### src/rtl/alu_writeback_stage.sv
// ALU write-back stage: 2-entry in-order result queue with valid/ready handshakes,
// architectural N/Z/C/V flag register committed at retire, and branch-condition evaluation.
module alu_writeback_stage #(
  parameter int DATA_W     = 8,
  parameter int REG_ADDR_W = 2
) (
  input  logic                  clk,
  input  logic                  reset_n,
  input  logic                  flush,
  input  logic                  in_valid,
  output logic                  in_ready,
  input  logic [DATA_W-1:0]     in_result,
  input  logic [REG_ADDR_W-1:0] in_dest,
  input  logic                  in_write_reg,
  input  logic                  in_write_flags,
  input  logic [3:0]            in_flags,
  output logic                  out_valid,
  input  logic                  out_ready,
  output logic [DATA_W-1:0]     out_data,
  output logic [REG_ADDR_W-1:0] out_dest,
  output logic                  out_write_reg,
  output logic [3:0]            flags_q,
  output logic                  flags_pending,
  input  logic [2:0]            br_cond_sel,
  output logic                  br_taken
);

  logic [DATA_W-1:0]     r_data  [2];
  logic [REG_ADDR_W-1:0] r_dest  [2];
  logic [1:0]            r_wr;
  logic [1:0]            r_wf;
  logic [3:0]            r_fl    [2];
  logic [1:0]            r_count;
  logic                  r_head;
  logic [3:0]            r_flags;

  logic                  w_push;
  logic                  w_pop;
  logic                  w_tail;
  logic [1:0]            w_slot_valid;

  assign in_ready  = (r_count < 2'd2);
  assign out_valid = (r_count != 2'd0);
  assign w_push    = in_valid & in_ready;
  assign w_pop     = out_valid & out_ready;
  // With one entry queued the free slot is the one after the head.
  assign w_tail    = r_head ^ r_count[0];

  assign out_data      = r_data[r_head];
  assign out_dest      = r_dest[r_head];
  assign out_write_reg = r_wr[r_head];
  assign flags_q       = r_flags;

  // Slot occupancy from the registered count and head pointer.
  always_comb begin
    w_slot_valid = 2'b00;
    case (r_count)
      2'd1:    w_slot_valid = r_head ? 2'b10 : 2'b01;
      2'd2:    w_slot_valid = 2'b11;
      default: w_slot_valid = 2'b00;
    endcase
  end

  assign flags_pending = |(w_slot_valid & r_wf);

  // Queue storage, pointers and in-order flag commit.
  always_ff @(posedge clk or negedge reset_n) begin
    if (!reset_n) begin
      for (int i = 0; i < 2; i++) begin
        r_data[i] <= '0;
        r_dest[i] <= '0;
        r_fl[i]   <= 4'b0000;
      end
      r_wr    <= 2'b00;
      r_wf    <= 2'b00;
      r_count <= 2'd0;
      r_head  <= 1'b0;
      r_flags <= 4'b0000;
    end else if (flush) begin
      r_count <= 2'd0;
      r_head  <= 1'b0;
    end else begin
      if (w_push) begin
        r_data[w_tail] <= in_result;
        r_dest[w_tail] <= in_dest;
        r_wr[w_tail]   <= in_write_reg;
        r_wf[w_tail]   <= in_write_flags;
        r_fl[w_tail]   <= in_flags;
      end
      if (w_pop) begin
        r_head <= ~r_head;
        if (r_wf[r_head]) begin
          r_flags <= r_fl[r_head];
        end
      end
      case ({w_push, w_pop})
        2'b10:   r_count <= r_count + 2'd1;
        2'b01:   r_count <= r_count - 2'd1;
        default: r_count <= r_count;
      endcase
    end
  end

  // Branch condition decode from committed flags {N,Z,C,V}.
  always_comb begin
    br_taken = 1'b0;
    case (br_cond_sel)
      3'b000:  br_taken = 1'b0;
      3'b001:  br_taken = 1'b1;
      3'b010:  br_taken = r_flags[2];
      3'b011:  br_taken = ~r_flags[2];
      3'b100:  br_taken = ~r_flags[2] & ~(r_flags[3] ^ r_flags[0]);
      3'b101:  br_taken = ~(r_flags[3] ^ r_flags[0]);
      3'b110:  br_taken = r_flags[1];
      3'b111:  br_taken = r_flags[0];
      default: br_taken = 1'b0;
    endcase
  end

endmodule

### config.mk
export PLATFORM = sky130hd
export DESIGN_NAME = alu_writeback_stage
export DESIGN_NICKNAME = d
export VERILOG_FILES = /design/src/rtl/alu_writeback_stage.sv
export SDC_FILE = /design/constraint.sdc
export NUM_CORES = 1
export LEC_CHECK = 0
export CAP_MARGIN = 30
export CORE_UTILIZATION = 40
export CTS_BUF_LIST = sky130_fd_sc_hd__clkbuf_8
export DETAILED_ROUTE_END_ITERATION = 8
export GPL_ROUTABILITY_DRIVEN = 0
export HOLD_SLACK_MARGIN = 0.06
export PLACE_DENSITY = 0.71
export RECOVER_POWER = 100
export SLEW_MARGIN = 20
export SYNTH_ARGS = -nofsm -noshare
export SYNTH_HDL_FRONTEND = slang
export SYNTH_SLANG_ARGS = --single-unit
### constraint.sdc
create_clock -name clk -period 1.8 [get_ports clk]
set_input_delay 0.36 -clock clk [delete_from_list [all_inputs] [get_ports clk]]
set_output_delay 0.36 -clock clk [all_outputs]
set_load 0.005 [all_outputs]
After elaboration in Yosys (flattened, before gate mapping)
Cells that the tools add are included.
{ "op_classes": {"n_eq_ne": 11, "add_sub_neg": 2, "order_cmp": 7, "bitwise_logic": 12, "mux": 33, "reduce_logical": 9} }
{ "ops": {"columns": ["op", "count"], "rows": [
  ["$mux 8", 4],
  ["$bwmux 16", 1],
  ["$mux 4", 4],
  ["$eq 3x3->1 const B", 4],
  ["$mux 2", 6],
  ["$bwmux 8", 1],
  ["$demux 8 s1", 1],
  ["$pmux 1 s8", 1],
  ["$pmux 2 s2", 2],
  ["$mux 1", 7],
  ["$eq 3x2->1 const B", 2],
  ["$bwmux 2", 2],
  ["$bwmux 4", 1],
  ["$demux 4 s1", 1],
  ["$eq 2x1->1 const B", 2],
  ["$eq 2x2->1 const B", 2],
  ["$ge 2x2->1 const B", 2],
  ["$lt 1x2->1 const B", 2],
  ["$not 1->1", 4],
  ["$not 1->2", 2],
  ["$reduce_bool 2->1", 2],
  ["$and 1x1->1", 3],
  ["$eq 3x1->1 const B", 1],
  ["$logic_not 3->1", 1],
  ["14 further kinds", 16]
]} }
{ "word_totals": {"reg_bits": 39, "elab_cells": 85, "in_bits": 24} }

Depth between registers and ports, before layout
{ "logic_depth": {"depth_word": 7, "ltp_mapped": 6, "ltp_nobuf": 5} }

Worst setup path before layout
OpenSTA, ideal clock, no wires.
{ "synth_timing": {"path_type": "register -> register", "from": "reg r_count[1]", "to": "reg r_count[0]", "t_arrival_ps": 1468, "path_stages_with_launch": 6, "path_buffers": 0, "required_time_ps": 1675, "setup_ps": 125, "path_slack_ps": 208, "cell_sequence": "dfrtp_1 -> inv_1 -> ha_1 -> nor2b_1 -> xnor2_1 -> mux2_2"} }
{ "synth_between": {"elab_chain_len": 5, "elab_cells_between_ends": 9, "cone_classes": "order compare: 1; eq/ne: 2; mux: 2; bitwise: 2; reduce/logical: 2"} }
{ "synth_lines": {"columns": ["element", "line", "text"], "rows": [
  ["start, declared", "33", "logic [1:0] r_count;"],
  ["start signal, assigned", "97", "2'b10: r_count <= r_count + 2'd1;"],
  ["start signal, assigned", "98", "2'b01: r_count <= r_count - 2'd1;"],
  ["start signal, assigned", "99", "default: r_count <= r_count;"],
  ["$lt 2x2->1 (*)", "42", "assign in_ready = (r_count < 2'd2);"],
  ["named net in_ready", "11", "output logic in_ready,"],
  ["$and 1x1->1 (*)", "44", "assign w_push = in_valid & in_ready;"],
  ["$eq 2x1->1 or $eq 2x2->1 (tied branches)", "96", "case ({w_push, w_pop})"],
  ["$pmux 2 s2", "96", null],
  ["$mux 2", "79", "end else if (flush) begin"]
]} }
Mark *: on every way through the listed nets, which the timed path passes. The rest lies on a longest branch.
A chain may end at the register's enable or synchronous reset.

Worst setup path in the final report
{ "layout_timing": {"from": "reg r_head", "to": "out out_data[4]"} }
{ "layout_between": {"elab_chain_len": 4} }
{ "layout_lines": {"columns": ["element", "line", "text"], "rows": [
  ["start, declared", "34", "logic r_head;"],
  ["start signal, assigned", "91", "r_head <= ~r_head;"],
  ["$not 1->2 (implied by the code)", "49", "assign out_data = r_data[r_head];"],
  ["$mux 8 (implied by the code) (3 in a row)", "49", null],
  ["end, declared", "19", "output logic [DATA_W-1:0] out_data,"]
]} }
Every way passes these cells. The select of a mux whose other input is x is not followed.

==> impl_metrics.csv <==
group,metric,value,unit
min_path,holdCritStartpoint,"r_fl[5]",
clocking,tritoncts,"built",
die,fp.dieW,70.8,µm
logic_synthesis,syn_inst,126,
detailed_routing,drt_iter0_drc,48,
place,portBuffers,42,
die,start_util,42.7,%
logic_synthesis,yosys_warnings,0,
timing,period_share,104,%
layout,n_antenna_cell,0,
clocking,cts_buffer_depth,2,
worst_setup_path,reg2regPathDepth,6,
timing,worst_slack,-0.0663,ns
worst_setup_path,r2r_end,"r_wr[0]",
place,placed_area,0.00247,mm²
die,core,0.00444,mm²
logic_synthesis,synth_top_area_cell,"dfrtp_1",
layout,layout_common_cells,"mux2_2, dfrtp_1, clkdlybuf4s50_1",
place,place_ws,-0.433,ns
grt,grt_pass1_vias,1472,
worst_setup_path,worstPathArrival,1.51,ns
grt,antenna_found_initial,0,
logic_synthesis,yosysTopAreaCellShare,51.5,%
detailed_routing,viasPerCell,4.99,
detailed_routing,via_count,1273,
timing,post-route-min-period,1.87,ns
clocking,htreeDepth,2,
grt,grt_pass1_wl,6810,µm
worst_setup_path,path_class,"reg2out",
layout,final_cell_area,0.00274,mm²
run_status,outcome,"complete, but fails checks",
worst_setup_path,cp_cell_sequence,"buf_6 -> buf_6 -> buf_6 -> mux2_4 -> buf_6",
detailed_routing,drc,0,
run,maxCapViolCount,0,
clocking,clockRootBuffer,"clkbuf_8",
detailed_routing,routedWlPerCell,15.8,µm
worst_setup_path,critPathMaxFanout,4,
logic_synthesis,synth_fp_nets,153,
worst_setup_path,endpoint_kind,"output pin",
min_path,hold_path_end,"r_fl[5]",
die,placementRows,24,
timing,finalMaxSlewViolations,0,
timing,tns,-0.194,ns
layout,layout-drive-gt1-share,55.7,%
layout,syn_to_final_growth,44.8,%
detailed_routing,finalWirelength,4040,µm
die,die-area,0.00502,mm²
power,ir_worst_vdd,0.000849,V
run_status,violations,"negative setup slack",
timing,holdWs,0.505,ns
logic_synthesis,ys_seq_elements,39,
worst_setup_path,slowest_stage,"dfrtp_2",
logic_synthesis,yosysUniqueCellTypes,26,
layout,layout_commonest_cell,"mux2_2",
worst_setup_path,rr_startpoint,"r_head",
grt,grtUsageTotal,17.9,%
logic_synthesis,ys_seq_area_share,51.5,%
worst_setup_path,required,1.44,ns
logic_synthesis,synth_area,0.00190,mm²
min_path,hold_class,"reg2reg",
worst_setup_path,cpPeakStageDelay,0.45,ns
min_path,hold_depth,1,
logic_synthesis,synthTopCellsByArea,"dfrtp_1, mux2_2, mux2_4",
grt,grt_max_degree,22,
layout,nets,229,
clocking,clk_pin_slew_worst_paths,0.07,ns
detailed_routing,final_antenna_net_count,0,
clocking,worstSkewPairLatency,0.29,ns
worst_setup_path,path_common_cell,"buf_6",
timing,hold_viol_final,0,
worst_setup_path,crit_family,"buffers and inverters",
worst_setup_path,reg2reg_slack,0.10,ns
logic_synthesis,avgSynthCellArea,15.0,µm²
detailed_routing,drtPass1Iterations,5,
timing,rsz0062_at_grt,"yes",
grt,gr-total-overflow,0,
timing,fmax,0.536,GHz
timing,skew,0.00359,ns
clocking,cts_buffers,5,
timing,setup_viol,4,
die,fp.dieH,70.8,µm
power,power_density,1730,mW/mm²
place,hpwl,2770,µm
clocking,clock_sinks,39,
die,ioPinCount,43,
power,total_power,4.74,mW
timing,relSlewSlack,67.5,%
power,p_leak,1.28,nW
timing,worst_pin_slew,0.488,ns
worst_setup_path,crit_path_start_kind,"flip-flop",
worst_setup_path,crit_buf_inv,4,
worst max-delay path by stage:
stage                               from             to  slack (ns)  cells past startpoint
after floorplan               r_count[1]     r_count[0]        0.21                      5
after global placement    br_cond_sel[0]       br_taken       -0.38                      6
after detailed placement  br_cond_sel[0]       br_taken       -0.43                      6
after CTS                         r_head  flags_pending       -0.13                      5
after global routing              r_head    out_data[4]       -0.10                      5
final                             r_head    out_data[4]       -0.07                      5
layout make-up:
class	instances	area, µm²
Clock inverter	2	35.0
Inverter	3	11.3
Fill cell	367	1700
Multi-Input combinational cell	79	898
Clock buffer	6	82.6
Sequential cell	39	977
Tap cell	52	65.1
Timing Repair Buffer	74	674
sequential cells by signal, summed over array words and instances, names as in the netlist:
register / count
r_wr: 2
r_data: 16
r_dest: 4
r_fl: 8
flags_q: 4
r_head: 1
r_wf: 2
r_count: 2
logic make-up after synthesis:
family / after synthesis / synth area share (%)
compound gates: 6 / 2.05
mux: 56 / 35.1
flops: 39 / 51.5
simple gates: 10 / 3.76
xor+xnor: 4 / 2.24
fa+ha+maj: 3 / 1.98
buf+inv: 8 / 3.37
cells in the mapped netlist, drive strengths merged:
| library cell | count |
|---|---|
| a211oi | 1 |
| dfrtp | 39 |
| o21ai | 1 |
| a21oi | 2 |
| nor2 | 1 |
| buf | 5 |
| or2 | 1 |
| mux2 | 54 |
| nand2b | 1 |
| a221oi | 1 |
| nor3b | 2 |
| nor2b | 1 |
| inv | 3 |
| mux2i | 2 |
| xnor2 | 3 |
| nand3b | 1 |
| nand2 | 2 |
| a21boi | 1 |
| nand3 | 1 |
| ha | 3 |
| xor2 | 1 |
routing by layer:
metal	track usage, %	vias to the layer above	routed length (µm)
met5	0	-	0
met4	6.00	0	66
met1	20.4	632	1680
li1	-	593	-
met2	32.1	39	2070
met3	5.13	9	213
what timing repair did:
| item | 4_1_cts | 5_1_grt |
|---|---|---|
| endpoints found under the setup margin | 19 | 29 |
| pin swaps | 1 | 4 |
| hold buffers | 1 | 0 |
| gates cloned | 2 | 0 |
| resized for setup | 50 | 23 |
| setup buffers | 8 | 4 |
| hold endpoints to repair | 20 | 0 |
per-stage QoR:
| stage | instances | util (%) |
|---|---|---|
| 2_1_floorplan | 126 | - |
| 3_3_place_gp | 233 | 55.6 |
| 3_5_place_dp | 233 | 55.6 |
| 4_1_cts | 252 | 60.6 |
| 5_1_grt | 255 | 61.7 |
| 6_report | 255 | 61.7 |
power by group:
group	switching, mW	total, mW	leakage, nW	internal [mW]
logic	0.803	2.41	0.747	1.61
registers	0.259	1.58	0.468	1.32
clock network	0.298	0.746	0.0612	0.448
total	1.36	4.74	1.28	3.38
Power figures use the tool's default switching activity.
